`src/rtl/kernel_run_ctrl.sv`:
```
// Run controller and array-port arbiter for one generated kernel instance.
// Latency: start->LAUNCH 1 cycle, host write 1 cycle, host read data 2 cycles after grant; start stalls host until run end.
module kernel_run_ctrl #(
    parameter int ADDR_W = 1,
    parameter int DATA_W = 1,
    parameter int ARG_W  = 1,
    parameter int RES_W  = 2,
    parameter int CNT_W  = 16
) (
    input  logic              clk,
    input  logic              rst_n,
    input  logic              start,
    input  logic [ARG_W-1:0]  start_arg,
    output logic              busy,
    output logic              done,
    output logic [RES_W-1:0]  result,
    output logic [CNT_W-1:0]  run_cycles,
    output logic              timeout,
    input  logic              host_req,
    input  logic              host_we,
    input  logic [ADDR_W-1:0] host_addr,
    input  logic [DATA_W-1:0] host_wdata,
    output logic              host_gnt,
    output logic              host_rvalid,
    output logic [DATA_W-1:0] host_rdata,
    output logic              k_r_enable,
    output logic [ARG_W-1:0]  k_init,
    input  logic              k_w_enable,
    input  logic [RES_W-1:0]  k_result,
    output logic              k_ctl,
    output logic              k_ctl_we,
    output logic [ADDR_W-1:0] k_ctl_addr,
    output logic [DATA_W-1:0] k_ctl_wdata,
    input  logic [DATA_W-1:0] k_ctl_rdata
);

    typedef enum logic [1:0] {
        ST_IDLE   = 2'd0,
        ST_RD     = 2'd1,
        ST_LAUNCH = 2'd2,
        ST_RUN    = 2'd3
    } state_t;

    localparam logic [CNT_W-1:0] CNT_ONE  = {{(CNT_W-1){1'b0}}, 1'b1};
    localparam logic [CNT_W-1:0] CNT_LAST = {{(CNT_W-1){1'b1}}, 1'b0};

    state_t              state_q, state_d;
    logic [ARG_W-1:0]    arg_q, arg_d;
    logic [CNT_W-1:0]    cnt_q, cnt_d;
    logic [CNT_W-1:0]    run_cycles_q, run_cycles_d;
    logic [RES_W-1:0]    result_q, result_d;
    logic                timeout_q, timeout_d;
    logic                done_q, done_d;
    logic                rvalid_q, rvalid_d;
    logic [DATA_W-1:0]   rdata_q, rdata_d;

    logic                run_end_ok;
    logic                run_end_to;

    // A run ends either on the kernel's completion flag or when the counter would saturate.
    assign run_end_ok = (state_q == ST_RUN) && k_w_enable;
    assign run_end_to = (state_q == ST_RUN) && !k_w_enable && (cnt_q == CNT_LAST);

    always_ff @(posedge clk or negedge rst_n) begin
        if (!rst_n) begin
            state_q <= ST_IDLE;
        end else begin
            state_q <= state_d;
        end
    end

    always_comb begin
        state_d = state_q;
        case (state_q)
            ST_IDLE: begin
                if (start) begin
                    state_d = ST_LAUNCH;
                end else if (host_req && !host_we) begin
                    state_d = ST_RD;
                end
            end
            ST_RD:     state_d = ST_IDLE;
            ST_LAUNCH: state_d = ST_RUN;
            ST_RUN: begin
                if (run_end_ok || run_end_to) begin
                    state_d = ST_IDLE;
                end
            end
            default:   state_d = ST_IDLE;
        endcase
    end

    always_comb begin
        k_ctl       = 1'b0;
        busy        = 1'b0;
        k_r_enable  = 1'b0;
        host_gnt    = 1'b0;
        k_ctl_we    = 1'b0;
        k_ctl_addr  = '0;
        k_ctl_wdata = '0;
        case (state_q)
            ST_IDLE: begin
                k_ctl = 1'b1;
                if (!start && host_req) begin
                    host_gnt    = 1'b1;
                    k_ctl_we    = host_we;
                    k_ctl_addr  = host_addr;
                    k_ctl_wdata = host_wdata;
                end
            end
            ST_RD: begin
                k_ctl = 1'b1;
            end
            ST_LAUNCH: begin
                busy       = 1'b1;
                k_r_enable = 1'b1;
            end
            ST_RUN: begin
                busy = 1'b1;
            end
            default: begin
                k_ctl = 1'b1;
            end
        endcase
    end

    always_comb begin
        arg_d        = arg_q;
        cnt_d        = cnt_q;
        run_cycles_d = run_cycles_q;
        result_d     = result_q;
        timeout_d    = timeout_q;
        done_d       = 1'b0;
        rvalid_d     = 1'b0;
        rdata_d      = rdata_q;
        case (state_q)
            ST_IDLE: begin
                if (start) begin
                    arg_d = start_arg;
                end
            end
            ST_RD: begin
                rvalid_d = 1'b1;
                rdata_d  = k_ctl_rdata;
            end
            ST_LAUNCH: begin
                cnt_d        = '0;
                run_cycles_d = '0;
                timeout_d    = 1'b0;
            end
            ST_RUN: begin
                if (k_w_enable) begin
                    result_d     = k_result;
                    run_cycles_d = cnt_q;
                    done_d       = 1'b1;
                end else begin
                    cnt_d = cnt_q + CNT_ONE;
                    if (run_end_to) begin
                        timeout_d    = 1'b1;
                        run_cycles_d = cnt_q + CNT_ONE;
                        done_d       = 1'b1;
                    end
                end
            end
            default: ;
        endcase
    end

    always_ff @(posedge clk or negedge rst_n) begin
        if (!rst_n) begin
            arg_q        <= '0;
            cnt_q        <= '0;
            run_cycles_q <= '0;
            result_q     <= '0;
            timeout_q    <= 1'b0;
            done_q       <= 1'b0;
            rvalid_q     <= 1'b0;
            rdata_q      <= '0;
        end else begin
            arg_q        <= arg_d;
            cnt_q        <= cnt_d;
            run_cycles_q <= run_cycles_d;
            result_q     <= result_d;
            timeout_q    <= timeout_d;
            done_q       <= done_d;
            rvalid_q     <= rvalid_d;
            rdata_q      <= rdata_d;
        end
    end

    assign k_init      = arg_q;
    assign done        = done_q;
    assign result      = result_q;
    assign run_cycles  = run_cycles_q;
    assign timeout     = timeout_q;
    assign host_rvalid = rvalid_q;
    assign host_rdata  = rdata_q;

endmodule

```
`config.mk`:
```
export PLATFORM = sky130hd
export DESIGN_NAME = kernel_run_ctrl
export DESIGN_NICKNAME = d
export VERILOG_FILES = /design/src/rtl/kernel_run_ctrl.sv
export SDC_FILE = /design/constraint.sdc
export NUM_CORES = 1
export LEC_CHECK = 0
export ABC_CLOCK_PERIOD_IN_PS = 3400
export CAP_MARGIN = 30
export CORE_UTILIZATION = 30
export CTS_BUF_LIST = sky130_fd_sc_hd__clkbuf_8
export CTS_CLUSTER_DIAMETER = 40
export DETAILED_ROUTE_END_ITERATION = 6
export GPL_ROUTABILITY_DRIVEN = 0
export PLACE_DENSITY = 0.59
export SYNTH_ARGS = -nofsm -noshare
export SYNTH_HDL_FRONTEND = slang
export SYNTH_SLANG_ARGS = --single-unit
```
`constraint.sdc`:
```
create_clock -name clk -period 3.4 [get_ports clk]
set_input_delay 0.68 -clock clk [delete_from_list [all_inputs] [get_ports clk]]
set_output_delay 0.68 -clock clk [all_outputs]
set_load 0.03 [all_outputs]
```
Word level (Yosys, flattened, before mapping) --
Index checks and enable logic that the tools add are counted.
Cells by class: multiplexer cells 27, div/mod/pow operators 0, $lt $le $gt $ge 0, reductions and logical operators 19, multiply operators 0, equality and inequality tests 9, shifts and indexed selects 0, bitwise operators 0, add/subtract/negate cells 1
Operators with widths (number):
- $pmux 16 s2 | 2
- $mux 16 | 3
- $mux 1 | 17
- $add 16x1->16 const B | 1
- $eq 16x16->1 const B | 1
- $reduce_and 2->1 | 5
- $pmux 2 s4 | 1
- $mux 2 | 3
- $ne 3x3->1 const B | 2
- $logic_and 1x1->1 | 5
- $eq 2x2->1 const B | 2
- $ne 2x2->1 const B | 2
- $reduce_or 2->1 | 2
- $logic_not 1->1 | 3
- $reduce_and 3->1 | 1
- $eq 2x1->1 const B | 1
- $logic_not 2->1 | 1
- $ne 2x1->1 const B | 1
- $pmux 1 s2 | 1
- $reduce_bool 2->1 | 1
- $logic_or 1x1->1 | 1
Word-level totals: logic and storage cells 65, memory bits (read-only) 0, memories 0, bits in writable memories 0, input bits 12, flip-flop bits (word level) 41, latch bits 0, output and inout port bits 30

Depth between registers and ports, before layout --
depth in word-level cells 6, gate-level depth with buffers 9, depth with buffers taken out 7

Worst setup path before layout --
No wires, ideal clock.
kind input to output, start point in start, end point out k_ctl_addr, arrival time 1.673 ns, setup slack 1.047 ns, cell stages on the path 4, path buffers 0, data required time 2.720 ns, cells stage by stage nor2_1 > nand2_1 > nor2_1 > and2_1
Between the ends: longest elaborated chain between the ends 4
Ends and longest elaborated chain:
- from (decl) | RTL line 12 | input logic start,
- $logic_not 1->1 | RTL line 104 | if (!start && host_req) begin
- $logic_and 1x1->1 | RTL line 104
- $mux 1 | RTL line 104
- $mux 1 | RTL line 101 | case (state_q)
- to (decl) | RTL line 32 | output logic [ADDR_W-1:0] k_ctl_addr,
Every way passes these cells.

Final worst setup path --
start point in start, end point out k_ctl_we
Between the ends: longest elaborated chain between the ends 4
Ends and longest elaborated chain:
- $logic_not 1->1 | RTL line 104
- $logic_and 1x1->1 | RTL line 104
- $mux 1 | RTL line 104
- $mux 1 | RTL line 101
- to (decl) | RTL line 31 | output logic k_ctl_we,
Every way passes these cells.

==> flow_summary.ini <==
[clock_tree]
htreeDepth = 2
cts.sinks = 41
cts_hold_buf = 0
clkTransAtPathRegs_ns = 0.09
cts_tree = yes
ctsResizeCount = 0
cts_buffer_depth = 2
cts_buffers = 5
clock_latency_ns = 0.31
root_buffer = clkbuf_8
cts_setup_buffers = 0

[critical_path]
path_class = in -> out
cp_cell_sequence = clkdlybuf4s50_1 -> nor2_1 -> nand2_1 -> nor2_1 -> and2_1 -> clkdlybuf4s50_1
cp-start-kind = input pin
crit_fanout = 4
end_kind = output port
critPathRequiredTime_ns = 2.72
critical_path.slowest_cell = clkdlybuf4s50_1
crit_arrival_ns = 2.30
slowest_delay_ns = 0.67

[power]
pwr-share-seq_pct = 37.1
p_int_uw = 1010
power_uw = 1690
swShare_pct = 40.1
powerDensity_nw_per_um2 = 609
combPwrFrac_pct = 39.5
leakage_uw = 0.00113
vdd_ir_drop_max_mv = 0.265
clockPowerShare_pct = 23.4
p_sw_uw = 679

[grt]
antenna_found_initial = 0
grt_start_max_net_pins = 42
grt_pass1_wl_um = 8540
grt_overflow = 0
grtUsageTotal_pct = 14.6
grt_pass1_vias = 1703

[yosys]
synth.area.top_cells = dfrtp_1 (47%), o31ai_1 (5.8%), nand2_1 (5.7%), o21ai_0 (5.0%), nor2_1 (4.6%)
synth_nets = 253
yosys_register_bits = 41
synth_most_common_cell = dfrtp_1
avgSynthCellArea_um2 = 9.14
ys_seq_area_share_pct = 47.0
synth_area_leader_cell = dfrtp_1
synth_enable_flop_cells = 0
ys.flop_type = dfrtp_1
synthTopCellsByCount = dfrtp_1 (41), nand2_1 (33), nor2_1 (27)
synth_top_cell_area_share_pct = 47.0
syn_area_um2 = 2180
post_synth_num_cell_types = 34
yosysWarningCount = 0
async_reset_ff_share_pct = 100
synthCells = 239

[timing]
worst_slew_pin_slew_ns = 0.617
grt_setup_unrepaired = false
drv_slew = 0
max_freq_mhz = 336
max-slew-margin-rel_pct = 58.7
whs_ns = 0.338
setup_viol = 0
final_hold_viol_count = 0
fin_crit_ns = 2.98
post-route-period-util_pct = 87.5
fin_setup_tns_ns = 0
fin_skew_ns = 0.0107

[route]
vias = 1814
drc = 0
drt_pass1_iterations = 4
detail_route.iter0.violations = 180
wl_um = 4890
drt-vias-per-instance = 4.88
antenna_left = 0
avgRoutedWirePerCell_um = 13.1

[floorplanning]
die-area_um2 = 7620
die-height_um = 87.3
initial_core_util_pct = 31.6
fp-row-count = 30
die_x_um = 87.3
core_area_um2 = 6910
pin_count = 42

[final_layout]
layout-drive-gt1-share_pct = 8.33
final_nets = 289
area_growth_pct = 27.2
n_antenna_cell = 0

[hold_path]
hold_path.class = in -> async

[run]
maxCapViolCount = 0

[placement]
portBuffers = 41
hpwlAfterDp_um = 3540

[status]
status = finished clean
[final timing paths]
check | cells past startpoint | slack [ns] | endpoint | startpoint
setup / recovery | 6 | 0.42 | k_ctl_we | start
hold reg to reg | 2 | 0.48 | run_cycles[15] | run_cycles[15]
max in group asynchronous | 2 | 2.86 | cnt_q[7] | rst_n
hold / removal | 2 | 0.34 | cnt_q[3] | rst_n
min in group clk | 2 | 0.48 | run_cycles[15] | run_cycles[15]
setup reg to reg | 5 | 1.26 | run_cycles[0] | state_q[1]
[per-stage QoR]
step / util, % / cells / worst slack (ns) / instance area [um^2]
final: 40.2 / 372 / 0.425 / 2780
after CTS: 39.9 / 371 / 0.414 / 2760
after detailed placement: 38.2 / 363 / 0.422 / 2640
after global routing: 40.2 / 372 / 0.327 / 2780
after floorplan: - / 239 / 1.05 / 2180
after global placement: 38.2 / 363 / 0.485 / 2640
[cells by family (layout without fill, tap and decap cells)]
kind of cell / count (synthesis) / in the layout / share of synthesized area (%)
DFF: 41 / 41 / 47.0
and+or+nand+nor: 98 / 98 / 22.0
buffers and inverters: 23 / 60 / 5.33
adders and majority gates: 2 / 2 / 1.15
muxes: 7 / 7 / 3.44
AOI/OAI and AO/OA: 54 / 54 / 15.5
xor gates and xnor gates: 14 / 14 / 5.62
[flip-flops by register name, indices dropped and copies added (netlist names)]
register     flops
run_cycles      16
host_rvalid      1
host_rdata       1
state_q          2
done             1
result           2
cnt_q           16
k_init           1
timeout          1
[final cells by class]
class	instances	area, um^2
Multi-Input combinational cell	175	1040
Tap cell	96	120
Clock buffer	5	68.8
Timing Repair Buffer	45	448
Inverter	7	26.3
Sequential cell	41	1030
Clock inverter	3	46.3
Fill cell	716	4130
[layout by cell type, fill, tap and decap left out, types with 2 or more instances in the layout]
master and count:
xnor2_1 9, dfrtp_1 41, inv_1 7, buf_4 3
a22o_1 3, ha_1 2, or2_2 2, nand4_1 6
and2_1 5, a21oi_1 5, nand3_1 12, nand2_1 33
nor4_1 3, clkbuf_8 5, clkdlybuf4s50_1 40, nor2_1 27
a31oi_1 3, nand2b_1 2, mux2i_1 3, nor3_1 3
o22ai_1 2, mux2_2 4, o21ai_0 22, xor2_1 5
o31ai_1 17
[worst max-delay path: cells and delay by family]
kind	cells	cell delay, ns
buffers and inverters	2	1.11
and+or+nand+nor	4	0.50
[per-layer routing]
layer,track usage [%],part of all wire (%),vias to the layer above
li1,-,-,906
met5,0,0,-
met4,5.37,1.6,0
met1,20.3,48,869
met2,22.3,47,34
met3,3.22,3.5,5
[power by group through the flow]
| stage | clock network [uW] | logic [uW] | registers, uW |
|---|---|---|---|
| floorplan | 0 | 388 | 695 |
| global placement | 0 | 670 | 636 |
| detailed placement | 0 | 671 | 638 |
| CTS | 406 | 674 | 628 |
| global route | 429 | 734 | 641 |
| finish | 396 | 668 | 628 |
Power figures use the tool's default switching activity.
==> edit 1: new RTL, same flow settings <==
The parameter `RES_W` goes from 2 to 4.
--- a/src/rtl/kernel_run_ctrl.sv
+++ b/src/rtl/kernel_run_ctrl.sv
@@ -4,7 +4,7 @@
     parameter int ADDR_W = 1,
     parameter int DATA_W = 1,
     parameter int ARG_W  = 1,
-    parameter int RES_W  = 2,
+    parameter int RES_W  = 4,
     parameter int CNT_W  = 16
 ) (
     input  logic              clk,
Ports: changed (resized k_result and result); port bits go from 42 to 46. No check against the original RTL was run, so the function may have changed too.
==> edit 1 against the unedited design <==
  * Setup slack better by 0.025 ns
  * Synthesized area up 1.3%
  * Total power up 0.99%
  * Maximum frequency up 0.86%
  * Sequential cell count up 2
  * Non-clock buffer count up 5
  * Die area up 1.2%
  * Clock skew down 0.0034 ns
  * Wire length up 3.2%
  * Final area up 1.8%
==> edit 1: results (changes against the unedited design) <==
metric	value	unit	change
status	finished, final reports clean		unchanged
multiplexer share of the synthesized area	4.64	%	was 3.44%
Worst-Margin Slew	0.585	ns	was 0.617 ns
setup slack, reg-to-reg	1.22	ns	was 1.26 ns
most numerous cell types in the synthesized netlist	sky130_fd_sc_hd__dfrtp_1 (43), sky130_fd_sc_hd__nand2_1 (25), sky130_fd_sc_hd__nor2_1 (22), sky130_fd_sc_hd__o21ai_0 (22), sky130_fd_sc_hd__nand3_1 (12)		was sky130_fd_sc_hd__dfrtp_1 (41), sky130_fd_sc_hd__nand2_1 (33), sky130_fd_sc_hd__nor2_1 (27)
global-route wire length before repair	8.63	mm	was 8.54 mm
minimum setup slack after placement	0.452	ns	was 0.422 ns
vias in the first global route	1790		was 1703
Final Critical Period	2.95	ns	was 2.98 ns
Syn Nets	246		was 253
post-synthesis instance total	230		was 239
Hold Slack	0.295	ns	was 0.338 ns
pin count of the biggest net entering global routing	28		was 42
share of cells above drive strength 1	11.0	%	was 8.33%
endpoint of the worst-slack reg-to-reg timing path	run_cycles[9]$_DFFE_PN0P_		was run_cycles[0]$_DFFE_PN0P_
Worst R2R Path Depth	5		unchanged
adder-cell share of the synthesized area	1.13	%	was 1.15%
nets	288		was 289
final std cells w/o fill	369		was 372
antenna cell count	0		unchanged
number of cells after detailed placement	361		was 363
Arrival @ worst endpoint	2.27	ns	was 2.30 ns
Layout Skew	0.00728	ns	was 0.0107 ns
top post-synthesis cells by area	sky130_fd_sc_hd__dfrtp_1 (49%), sky130_fd_sc_hd__o21ai_0 (5.0%), sky130_fd_sc_hd__nand2_1 (4.2%)		was sky130_fd_sc_hd__dfrtp_1 (47%), sky130_fd_sc_hd__o31ai_1 (5.8%), sky130_fd_sc_hd__nand2_1 (5.7%)
Setup crit end	k_ctl_wdata		was k_ctl_we
total track usage	14.7	%	was 14.6%
standard cell area after detailed placement	0.00274	mm^2	was 0.00264 mm^2
Post CTS Setup Buffer Count	0		unchanged
dpl hpwl	3.54	mm	about the same
largest vdd supply drop	0.505	mV	was 0.265 mV
Leakage	1.18	nW	was 1.13 nW
input/output buffers	45		was 41
total area of sequential cells	0.00108	mm^2	was 0.00103 mm^2
sequential element share of the synthesized area	48.7	%	was 47.0%
number of distinct library cells after synthesis	44		was 34
initial DRC count	149		was 180
async set-reset flop share out of synthesis	100	%	unchanged
fill cell total of the finished layout	696		was 716
mean number of vias per cell	4.96		was 4.88
routed wirelength normalized by instance count	13.7	um	was 13.1 um
Compound-Gate Fraction of Synth Area	16.2	%	was 15.5%
fraction of synthesized cell area in xor and xnor cells	3.96	%	was 5.62%
## edit 1: cell types whose count changed after synthesis, sizes merged, moves of 2 or more
cell / change
xor2: -4
and3: +2
clkbuf: -2
o21ai: +6
nor4: -2
a21oi: +3
dfrtp: +2
mux2: +3
nand2: -7
o31ai: -7
nor2: -5
nor3: -2
## edit 1: area by class of cell
cell class	instances	share of cell area, %
Timing Repair Buffer	50	17.5
Inverter	7	0.930
Sequential cell	43	38.1
Tap cell	96	4.25
Multi-Input combinational cell	165	36.3
Clock buffer	5	2.43
Clock inverter	3	0.531
## edit 1: routing by layer
metal | global-route usage, % | wire length, um | vias to the layer above
met5 | 0 | 0 | -
li1 | - | - | 900
met1 | 21.1 | 2500 | 871
met2 | 21.8 | 2210 | 54
met4 | 4.47 | 55 | 0
met3 | 3.58 | 281 | 5
## edit 1: power by group
part | total (mW) | internal (mW) | switching, mW
clock | 0.321 | 0.141 | 0.180
sequential | 0.661 | 0.589 | 0.0718
combinational | 0.727 | 0.271 | 0.456
total | 1.71 | 1.00 | 0.708
==> edit 2: new RTL, same flow settings <==
Without the edit above. Put one more register stage on the output `timeout`, without a reset. The value now appears one clock later. The other outputs are not delayed to match.
--- a/src/rtl/kernel_run_ctrl.sv
+++ b/src/rtl/kernel_run_ctrl.sv
@@ -192,7 +192,9 @@
     assign done        = done_q;
     assign result      = result_q;
     assign run_cycles  = run_cycles_q;
-    assign timeout     = timeout_q;
+    always_ff @(posedge clk) begin
+        timeout <= timeout_q;
+    end
     assign host_rvalid = rvalid_q;
     assign host_rdata  = rdata_q;
 
Formal check against the unedited RTL: same outputs for any inputs over 10 cycles, from zero or initial values and one cycle with rst_n low; that may be too few to reach the edited logic, so the function may still have changed.
==> edit 2 against the unedited design <==
  * Wire length rose by 1.3%
  * Total power fell by 3.1%
  * Synthesized area rose by 0.92%
  * Sequential share of layout area rose by 0.57 points
  * Final area rose by 0.41%
  * Setup slack got worse by 0.030 ns
  * Sequential cell count rose by 1
  * Critical path type unchanged
  * Critical endpoint is now k_ctl_wdata
==> edit 2: results (changes against the unedited design) <==
metric	value	unit	change
number of clock buffers in the layout	6		was 5
Clock buf/inv share	3.28	%	was 4.15%
post-synthesis instance total	240		was 239
fill cell total of the finished layout	692		was 716
nets	291		was 289
input/output buffers	41		unchanged
total track usage	14.4	%	was 14.6%
routed wirelength normalized by instance count	13.2	um	was 13.1 um
largest vdd supply drop	0.195	mV	was 0.265 mV
setup slack, reg-to-reg	1.29	ns	was 1.26 ns
Seq Cell Count	42		was 41
x dimension of the die	87.7	um	was 87.3 um
number of cells after detailed placement	365		was 363
dpl hpwl	3.46	mm	was 3.54 mm
share of cell area taken by flip-flops and latches	37.5	%	was 37.0%
async set-reset flop share out of synthesis	97.6	%	was 100%
global-route wire length before repair	8.58	mm	was 8.54 mm
Arrival @ worst endpoint	2.33	ns	was 2.30 ns
Layout Skew	0.00335	ns	was 0.0107 ns
Syn Nets	254		was 253
number of distinct library cells after synthesis	35		was 34
Worst-Skew Late Latency	0.29	ns	was 0.31 ns
standard cell area after detailed placement	0.00267	mm^2	was 0.00264 mm^2
status	finished, final reports clean		unchanged
final core utilization	40.1	%	was 40.2%
minimum setup slack after placement	0.412	ns	was 0.422 ns
proportion of cell area occupied by multi-input gates	37.3	%	was 37.5%
total via count after detailed routing	1796		was 1814
Leakage	1.15	nW	was 1.13 nW
share of cells above drive strength 1	8.27	%	was 8.33%
top post-synthesis cells by area	sky130_fd_sc_hd__dfrtp_1 (47%), sky130_fd_sc_hd__o31ai_1 (5.8%), sky130_fd_sc_hd__nand2_1 (5.6%)		was sky130_fd_sc_hd__dfrtp_1 (47%), sky130_fd_sc_hd__o31ai_1 (5.8%), sky130_fd_sc_hd__nand2_1 (5.7%)
total of plain and repair buffers excluding clock buffers	46		was 45
pin count of the biggest net entering global routing	42		unchanged
Hold Slack	0.353	ns	was 0.338 ns
NonClk Buf Share	16.6	%	was 16.1%
Rel. slew slack	64.0	%	was 58.7%
count of instances resized after the clock tree is built	0		unchanged
initial DRC count	146		was 180
final WL	4.95	mm	was 4.89 mm
==> edit 2: worst max-delay path by stage <==
stage	startpoint	end	slack, ns	cells past startpoint
after floorplan	start	k_ctl_addr	1.05	4
after global placement	start	k_ctl_we	0.48	6
after detailed placement	start	k_ctl_wdata	0.41	6
after CTS	start	k_ctl_wdata	0.41	6
after global routing	start	k_ctl_wdata	0.27	6
final	start	k_ctl_wdata	0.39	6
==> edit 2: logic make-up (layout without fill, tap and decap cells) <==
family	after synthesis	in the layout	synth area share [%]
AO/OA/AOI/OAI	54	54	15.3
flip-flops	42	42	47.5
buffers and inverters	23	61	5.28
XOR/XNOR	14	14	5.57
AND/OR/NAND/NOR	98	98	21.8
multiplexers	7	7	3.41
adder cells (fa/ha/maj)	2	2	1.14
==> edit 2: metal layers <==
layer / GRT usage [%] / wire length, um / share of wire, % / vias up
met5: 0 / 0 / 0 / -
met4: 7.15 / 70 / 1.4 / 0
met3: 2.64 / 129 / 2.6 / 6
met2: 22.1 / 2260 / 46 / 29
met1: 19.6 / 2490 / 50 / 856
li1: - / - / - / 905
==> edit 2: critical path: stages <==
cell and delay [ns]:
sky130_fd_sc_hd__clkdlybuf4s50_1 0.44, sky130_fd_sc_hd__nor2_1 0.11, sky130_fd_sc_hd__nand2_1 0.08, sky130_fd_sc_hd__nor2_1 0.18, sky130_fd_sc_hd__and2_1 0.17, sky130_fd_sc_hd__clkdlybuf4s50_1 0.66
==> edit 2: power breakdown <==
part,switching (mW),internal (mW),total (mW)
logic,0.431,0.242,0.674
registers,0.0722,0.564,0.636
clock network,0.168,0.161,0.329
total,0.672,0.968,1.64
